==> src/rtl/spi_target_pkg.sv <==
// Shared definitions for the SPI mode-0 target: FSM encoding and byte geometry.
// No logic, no latency.
// No flow control of its own.
package spi_target_pkg;

  localparam int         BITS_PER_BYTE = 8;
  localparam int         BIT_W         = $clog2(BITS_PER_BYTE);
  localparam logic [7:0] IDLE_BYTE_DEF = 8'hFF;

  typedef enum logic [1:0] {
    ST_IDLE  = 2'd0,
    ST_LOAD  = 2'd1,
    ST_SHIFT = 2'd2
  } state_t;

endpackage

==> src/rtl/spi_target_sync.sv <==
// Single-bit synchroniser: STAGES-flop chain, clears asynchronously to CLEAR_VAL.
// Latency: STAGES clocks.
// No backpressure; samples every clock.
module spi_target_sync #(
  parameter int   STAGES    = 2,
  parameter logic CLEAR_VAL = 1'b0
) (
  input  logic clk,
  input  logic rst_n,
  input  logic d,
  output logic q
);

  logic [STAGES-1:0] chain;

  // Shift the asynchronous pin through the flop chain.
  always_ff @(posedge clk or negedge rst_n) begin
    if (!rst_n) chain <= {STAGES{CLEAR_VAL}};
    else        chain <= {chain[STAGES-2:0], d};
  end

  assign q = chain[STAGES-1];

endmodule

==> src/rtl/spi_target.sv <==
// SPI mode-0 target: oversampled SCK/nSS/MOSI, MSB-first byte streams on valid/ready.
// Latency: nSS fall to MISO_OE and 8th SCK rise to rx_valid are SYNC_STAGES+2 CLKs.
// RX full at byte end drops the byte (overrun); empty TX at load sends fill byte (underrun).
// Optional SPITGT_ECHO_EN: fill byte is the last completed RX byte instead of IDLE_BYTE.
module spi_target
  import spi_target_pkg::*;
#(
  parameter int         SYNC_STAGES = 2,
  parameter logic [7:0] IDLE_BYTE   = IDLE_BYTE_DEF
) (
  input  logic       CLK,
  input  logic       nRESET,
  input  logic       SCK,
  input  logic       nSS,
  input  logic       MOSI,
  output logic       MISO,
  output logic       MISO_OE,
  output logic [7:0] rx_data,
  output logic       rx_valid,
  input  logic       rx_ready,
  input  logic [7:0] tx_data,
  input  logic       tx_valid,
  output logic       tx_ready,
  output logic       busy,
  output logic       overrun,
  output logic       underrun
);

  logic sck_s, nss_s, mosi_s;
  logic sck_d, nss_d;
  logic sck_rise, sck_fall, nss_rise, nss_fall;

  state_t state, state_nxt;
  logic   load_now, go_idle;

  logic [BIT_W-1:0] bitcnt;
  logic [7:0]       tx_shift, rx_shift;
  logic             byte_done;
  logic [7:0]       hold_dat;
  logic             hold_full;
  logic             tx_accept;
  logic [7:0]       fill_byte, load_byte;

  spi_target_sync #(.STAGES(SYNC_STAGES), .CLEAR_VAL(1'b0)) u_sync_sck
    (.clk(CLK), .rst_n(nRESET), .d(SCK),  .q(sck_s));
  spi_target_sync #(.STAGES(SYNC_STAGES), .CLEAR_VAL(1'b1)) u_sync_nss
    (.clk(CLK), .rst_n(nRESET), .d(nSS),  .q(nss_s));
  spi_target_sync #(.STAGES(SYNC_STAGES), .CLEAR_VAL(1'b0)) u_sync_mosi
    (.clk(CLK), .rst_n(nRESET), .d(MOSI), .q(mosi_s));

  // One extra flop on SCK and nSS for edge detection.
  always_ff @(posedge CLK or negedge nRESET) begin
    if (!nRESET) begin
      sck_d <= 1'b0;
      nss_d <= 1'b1;
    end else begin
      sck_d <= sck_s;
      nss_d <= nss_s;
    end
  end

  assign sck_rise = sck_s & ~sck_d;
  assign sck_fall = ~sck_s & sck_d;
  assign nss_rise = nss_s & ~nss_d;
  assign nss_fall = ~nss_s & nss_d;

  // FSM state register.
  always_ff @(posedge CLK or negedge nRESET) begin
    if (!nRESET) state <= ST_IDLE;
    else         state <= state_nxt;
  end

  // Next state; a shifter load happens in LOAD and on the SCK fall at a byte boundary.
  always_comb begin
    state_nxt = state;
    load_now  = 1'b0;
    go_idle   = 1'b0;
    case (state)
      ST_IDLE:  if (nss_fall) state_nxt = ST_LOAD;
      ST_LOAD: begin
        load_now  = 1'b1;
        state_nxt = ST_SHIFT;
      end
      ST_SHIFT: if (sck_fall && bitcnt == '0) load_now = 1'b1;
      default:  state_nxt = ST_IDLE;
    endcase
    // Deselect wins over everything, including a coincident load.
    if (nss_rise) begin
      state_nxt = ST_IDLE;
      load_now  = 1'b0;
      go_idle   = 1'b1;
    end
  end

  // tx_ready also rises during a load so a new byte can enter as the old one leaves.
  assign tx_ready  = ~hold_full | load_now;
  assign tx_accept = tx_valid & tx_ready;

`ifdef SPITGT_ECHO_EN
  logic [7:0] last_rx;

  // Remember every completed RX byte, dropped ones included, for echo.
  always_ff @(posedge CLK or negedge nRESET) begin
    if (!nRESET)        last_rx <= IDLE_BYTE;
    else if (byte_done) last_rx <= rx_shift;
  end

  assign fill_byte = last_rx;
`else
  assign fill_byte = IDLE_BYTE;
`endif

  assign load_byte = hold_full ? hold_dat : fill_byte;

  // TX holding register: filled by the handshake, emptied by a shifter load.
  always_ff @(posedge CLK or negedge nRESET) begin
    if (!nRESET) begin
      hold_dat  <= 8'h00;
      hold_full <= 1'b0;
    end else if (tx_accept) begin
      hold_dat  <= tx_data;
      hold_full <= 1'b1;
    end else if (load_now) begin
      hold_full <= 1'b0;
    end
  end

  // Shift engine: RX on SCK rise, TX on SCK fall, reload at byte boundaries.
  always_ff @(posedge CLK or negedge nRESET) begin
    if (!nRESET) begin
      tx_shift  <= 8'hFF;
      rx_shift  <= 8'h00;
      bitcnt    <= '0;
      byte_done <= 1'b0;
      MISO_OE   <= 1'b0;
      busy      <= 1'b0;
      underrun  <= 1'b0;
    end else begin
      byte_done <= 1'b0;
      underrun  <= 1'b0;
      if (go_idle) begin
        tx_shift <= 8'hFF;
        bitcnt   <= '0;
        MISO_OE  <= 1'b0;
        busy     <= 1'b0;
      end else if (load_now) begin
        tx_shift <= load_byte;
        underrun <= ~hold_full;
        MISO_OE  <= 1'b1;
        busy     <= 1'b1;
      end else if (state == ST_SHIFT) begin
        if (sck_rise) begin
          rx_shift  <= {rx_shift[6:0], mosi_s};
          bitcnt    <= bitcnt + BIT_W'(1);
          byte_done <= (bitcnt == BIT_W'(BITS_PER_BYTE - 1));
        end else if (sck_fall) begin
          tx_shift <= {tx_shift[6:0], 1'b0};
        end
      end
    end
  end

  assign MISO = tx_shift[7];

  // RX output register: accept a finished byte if empty or being popped, else flag overrun.
  always_ff @(posedge CLK or negedge nRESET) begin
    if (!nRESET) begin
      rx_data  <= 8'h00;
      rx_valid <= 1'b0;
      overrun  <= 1'b0;
    end else begin
      overrun <= 1'b0;
      if (byte_done && (!rx_valid || rx_ready)) begin
        rx_data  <= rx_shift;
        rx_valid <= 1'b1;
      end else begin
        if (rx_ready) rx_valid <= 1'b0;
        if (byte_done) overrun <= 1'b1;
      end
    end
  end

endmodule
==> config.mk <==
export PLATFORM = sky130hd
export DESIGN_NAME = spi_target
export DESIGN_NICKNAME = d
export VERILOG_FILES = /design/src/rtl/spi_target_pkg.sv /design/src/rtl/spi_target_sync.sv /design/src/rtl/spi_target.sv
export SDC_FILE = /design/constraint.sdc
export NUM_CORES = 1
export LEC_CHECK = 0
export CAP_MARGIN = 25
export CORE_ASPECT_RATIO = 1.75
export CORE_MARGIN = 1
export CORE_UTILIZATION = 48
export CTS_CLUSTER_DIAMETER = 60
export CTS_CLUSTER_SIZE = 8
export DETAILED_ROUTE_END_ITERATION = 10
export PLACE_DENSITY = 0.82
export RECOVER_POWER = 50
export SLEW_MARGIN = 10
export SYNTH_ARGS = -nofsm -noshare
export SYNTH_HDL_FRONTEND = slang
export SYNTH_SLANG_ARGS = --single-unit
==> constraint.sdc <==
create_clock -name CLK -period 2 [get_ports CLK]
set_clock_uncertainty 0.2 [all_clocks]
set_input_delay 0.4 -clock CLK [delete_from_list [all_inputs] [get_ports CLK]]
set_output_delay 0.4 -clock CLK [all_outputs]
set_load 0.1 [all_outputs]
==> results by group <==
Pwr
  – Pwr/cell area: 1300 nW/um^2
  – LEAKAGE: ~1.3 nW
  – Peak supply drop: 1.04 mV

Placement
  – GPL Wtd Cong: 0.800
  – HPWL after DPL: between 3000 and 4000 um
  – # port buffers: 29

CTS
  – Clock-pin slew of the registers on the worst-case setup and hold paths: approximately 80 ps
  – Clock Latency Late Sink: 300 ps
  – Clk root buf: clkbuf_8
  – CTS Sinks: 51
  – TritonCTS buffer count: 5
  – H-tree depth: 2
  – CTS tree: built
  – Bufs on Longest Clock Path: 2

Drt
  – Post-route ant nets: 0
  – Vias per Instance: 5.62
  – Total wire length: approximately 4500 um
  – Detailed-route DRC error count: 0
  – Vias: about 1,400
  – Pre-antenna DRT Iters: 6
  – Detailed Route Iter0 Violations: 45
  – Avg WL per Cell: 17.8 um

Synth
  – Synth cell types: 33
  – Synth Register Bits: 51
  – Synth Cell Area: 2130 um^2
  – Syn_area_per_cell: approximately 14 um^2
  – Seq/Total Area, Yosys: 60.4%
  – Post-Syn Instances: 154
  – Synth warn: 0
  – Net Count, Synth: 177

Critical path
  – Worst r2r src: state[0]
  – Critical-path cell list: inv_2, ha_4, nand4bb_4, o211ai_4, buf_12
  – WP buf/inv: 2
  – Worst Setup Start Kind: flop
  – Worst Path Max Fanout: 4
  – Slowest CP cell: dfstp_2
  – Max incr delay on CP: 530 ps
  – Family with the most delay on the worst path: flip-flops
  – Crit end category: output pin
  – Reg2Reg Depth: 8
  – Req. time, crit path: 1400 ps
  – Critical Path AT: 1690 ps
  – Reg2reg end: hold_dat[2]
  – Critical path class: reg2out
  – Reg2reg setup slack: -100 ps

Status
  – Failing checks: setup timing
  – Status: finished, violations left

Cells and area
  – Area grow syn2layout: 42.1%
  – Share of layout cells above drive strength 1: between 40% and 50%
  – Diodes inserted: 0
  – Final Net Count: 227
  – Fill cell count: 262

Timing
  – Final critical-path share of the clock period: 114%
  – Rel. slew slack: 67.0%
  – PnR worst setup slack: -287 ps
  – Slew Viols, Final: 0
  – RSZ-0062 raised after global routing: yes
  – Hold WS: 160 ps
  – Least-Margin Pin Slew: 495 ps
  – Final setup violation count: 24
  – Setup TNS: -1820 ps
  – Final worst path period need: roughly 2300 ps
  – Maximum clock rate: 0.437 GHz
  – Final Hold Viols: 0

Floorplanning
  – Die Span X: 52.4 um
  – Num ports: 30
  – Core ar.: 4190 um^2
  – Vert. Die Dim: 90.2 um
  – Initial Utilization: 51.0%
  – Die area: 4730 um^2
  – Std cell rows: 31

Global route
  – Total Routing Usage GR: 21.5%
  – Total congestion overflow: 0
  – Antenna violations before repair: 0
  – First-pass GRT wire length: between 7000 and 8000 um
  – Pin count of the biggest net entering global routing: 31
  – Number of global-route vias before repair: 1,572

Worst hold path
  – Min-Delay Startpoint: u_sync_sck.chain[0]
  – Classification of the worst-slack hold path: reg2reg
  – Hold Path End: u_sync_sck.chain[1]
  – Hold path depth: 0

Flow run
  – Max-Cap Viols: 0
-- metal layers --
layer | global-route usage (%) | share of wire, % | up-vias
met2 | 35.7 | 56 | 36
met5 | 0 | 0 | -
met3 | 3.89 | 2.7 | 16
met1 | 23.8 | 37 | 734
li1 | - | - | 641
met4 | 14.3 | 3.6 | 0
-- kinds of logic after synthesis --
| group | count (synthesis) | share of synthesized area, % |
|---|---|---|
| flops | 51 | 60.4 |
| simple gates | 38 | 11.4 |
| mux | 26 | 13.6 |
| compound gates | 18 | 7.15 |
| buf+inv | 12 | 2.34 |
| fa+ha+maj | 8 | 4.69 |
| xor+xnor | 1 | 0.410 |
-- through the flow --
stage | cells | area [um^2] | utilization [%] | power (mW) | setup slack, ps
global route | 254 | 3030 | 72.4 | 4.11 | -352
finish | 254 | 3030 | 72.4 | 3.94 | -287
global placement | 237 | 2790 | 66.5 | 2.87 | 28.0
floorplan | 154 | 2220 | - | 2.51 | -361
detailed placement | 237 | 2790 | 66.5 | 3.01 | -76.3
CTS | 251 | 3000 | 71.7 | 3.90 | -298
-- placed cells by master (no fill, tap or decap), types with 4 or more instances in the layout --
cell type / count
buf_4: 13
nand2_1: 7
mux2_2: 16
dfstp_2: 11
mux2_4: 8
dfrtp_1: 39
ha_1: 5
o221a_2: 7
clkdlybuf4s50_1: 10
inv_1: 6
nor2_1: 5
buf_12: 17
dlygate4sd3_1: 4
clkbuf_8: 5
nand2b_1: 9
-- power by group --
group	leakage, nW	switching (mW)	internal, mW
logic	0.628	0.850	0.766
clock network	0.0654	0.320	0.500
registers	0.636	0.179	1.32
-- worst register-to-register path, stage by stage (launching register included) --
cell	delay, ps
dfrtp_1	410
buf_4	160
ha_1	220
buf_4	150
nand3b_1	130
o211ai_4	120
buf_4	180
nand2_8	80
mux2_2	340
-- registers in the layout, indices dropped and copies added (netlist names), 2 cells and up --
signal	cells
rx_shift	8
u_sync_nss.chain	2
tx_shift	8
u_sync_sck.chain	2
hold_dat	8
state	2
u_sync_mosi.chain	2
bitcnt	3
rx_data	8
-- worst max path at each step --
stage,depth (start not counted),to,slack [ps],from
floorplan,6,hold_dat[0],-360,nss_d
global placement,5,tx_ready,30,nss_d
detailed placement,5,tx_ready,-80,state[0]
CTS,5,tx_ready,-300,nss_d
global route,5,tx_ready,-350,bitcnt[0]
finish,5,tx_ready,-290,nss_d
-- cell type report --
cell class | instances | area (um^2) | area share (%)
Sequential cell | 51 | 1290 | 42.6
Clock buffer | 6 | 72.6 | 2.39
Inverter | 9 | 33.8 | 1.11
Tap cell | 49 | 61.3 | 2.02
Multi-Input combinational cell | 91 | 906 | 29.9
Clock inverter | 2 | 60.1 | 1.98
Timing Repair Buffer | 46 | 608 | 20.0
-- synth_stat cells (all sizes together) --
cell / count / area (um^2)
or2b: 1 / 7.51
nand4b: 1 / 8.76
o211ai: 1 / 12.5
mux2: 24 / 270
o221a: 7 / 78.8
o21ai: 3 / 15.0
and3b: 1 / 8.76
clkbuf: 1 / 3.75
nand2b: 9 / 56.3
nor2: 5 / 18.8
a31oi: 2 / 12.5
buf: 2 / 12.5
a21o: 1 / 7.51
xnor2: 1 / 8.76
dfrtp: 40 / 1000
nand2: 8 / 32.5
ha: 8 / 100
and2: 2 / 15.0
or3: 1 / 6.26
nor2b: 2 / 12.5
mux2i: 2 / 20.0
nor3: 2 / 10.0
nand4bb: 2 / 22.5
o22ai: 2 / 12.5
o41ai: 1 / 8.76
inv: 9 / 33.8
dfstp: 11 / 289
nor4: 1 / 21.3
a21oi: 1 / 5.00
nand3b: 3 / 22.5
-- repair_timing --
action | in CTS | in global routing
pin swaps | 2 | 3
cloned | 1 | 0
buffers inserted | 4 | 3
hold buffers | 1 | 0
resized for setup | 2 | 3
endpoints found under the hold margin | 21 | 0
endpoints found under the setup margin | 24 | 24
Power figures use the tool's default switching activity.
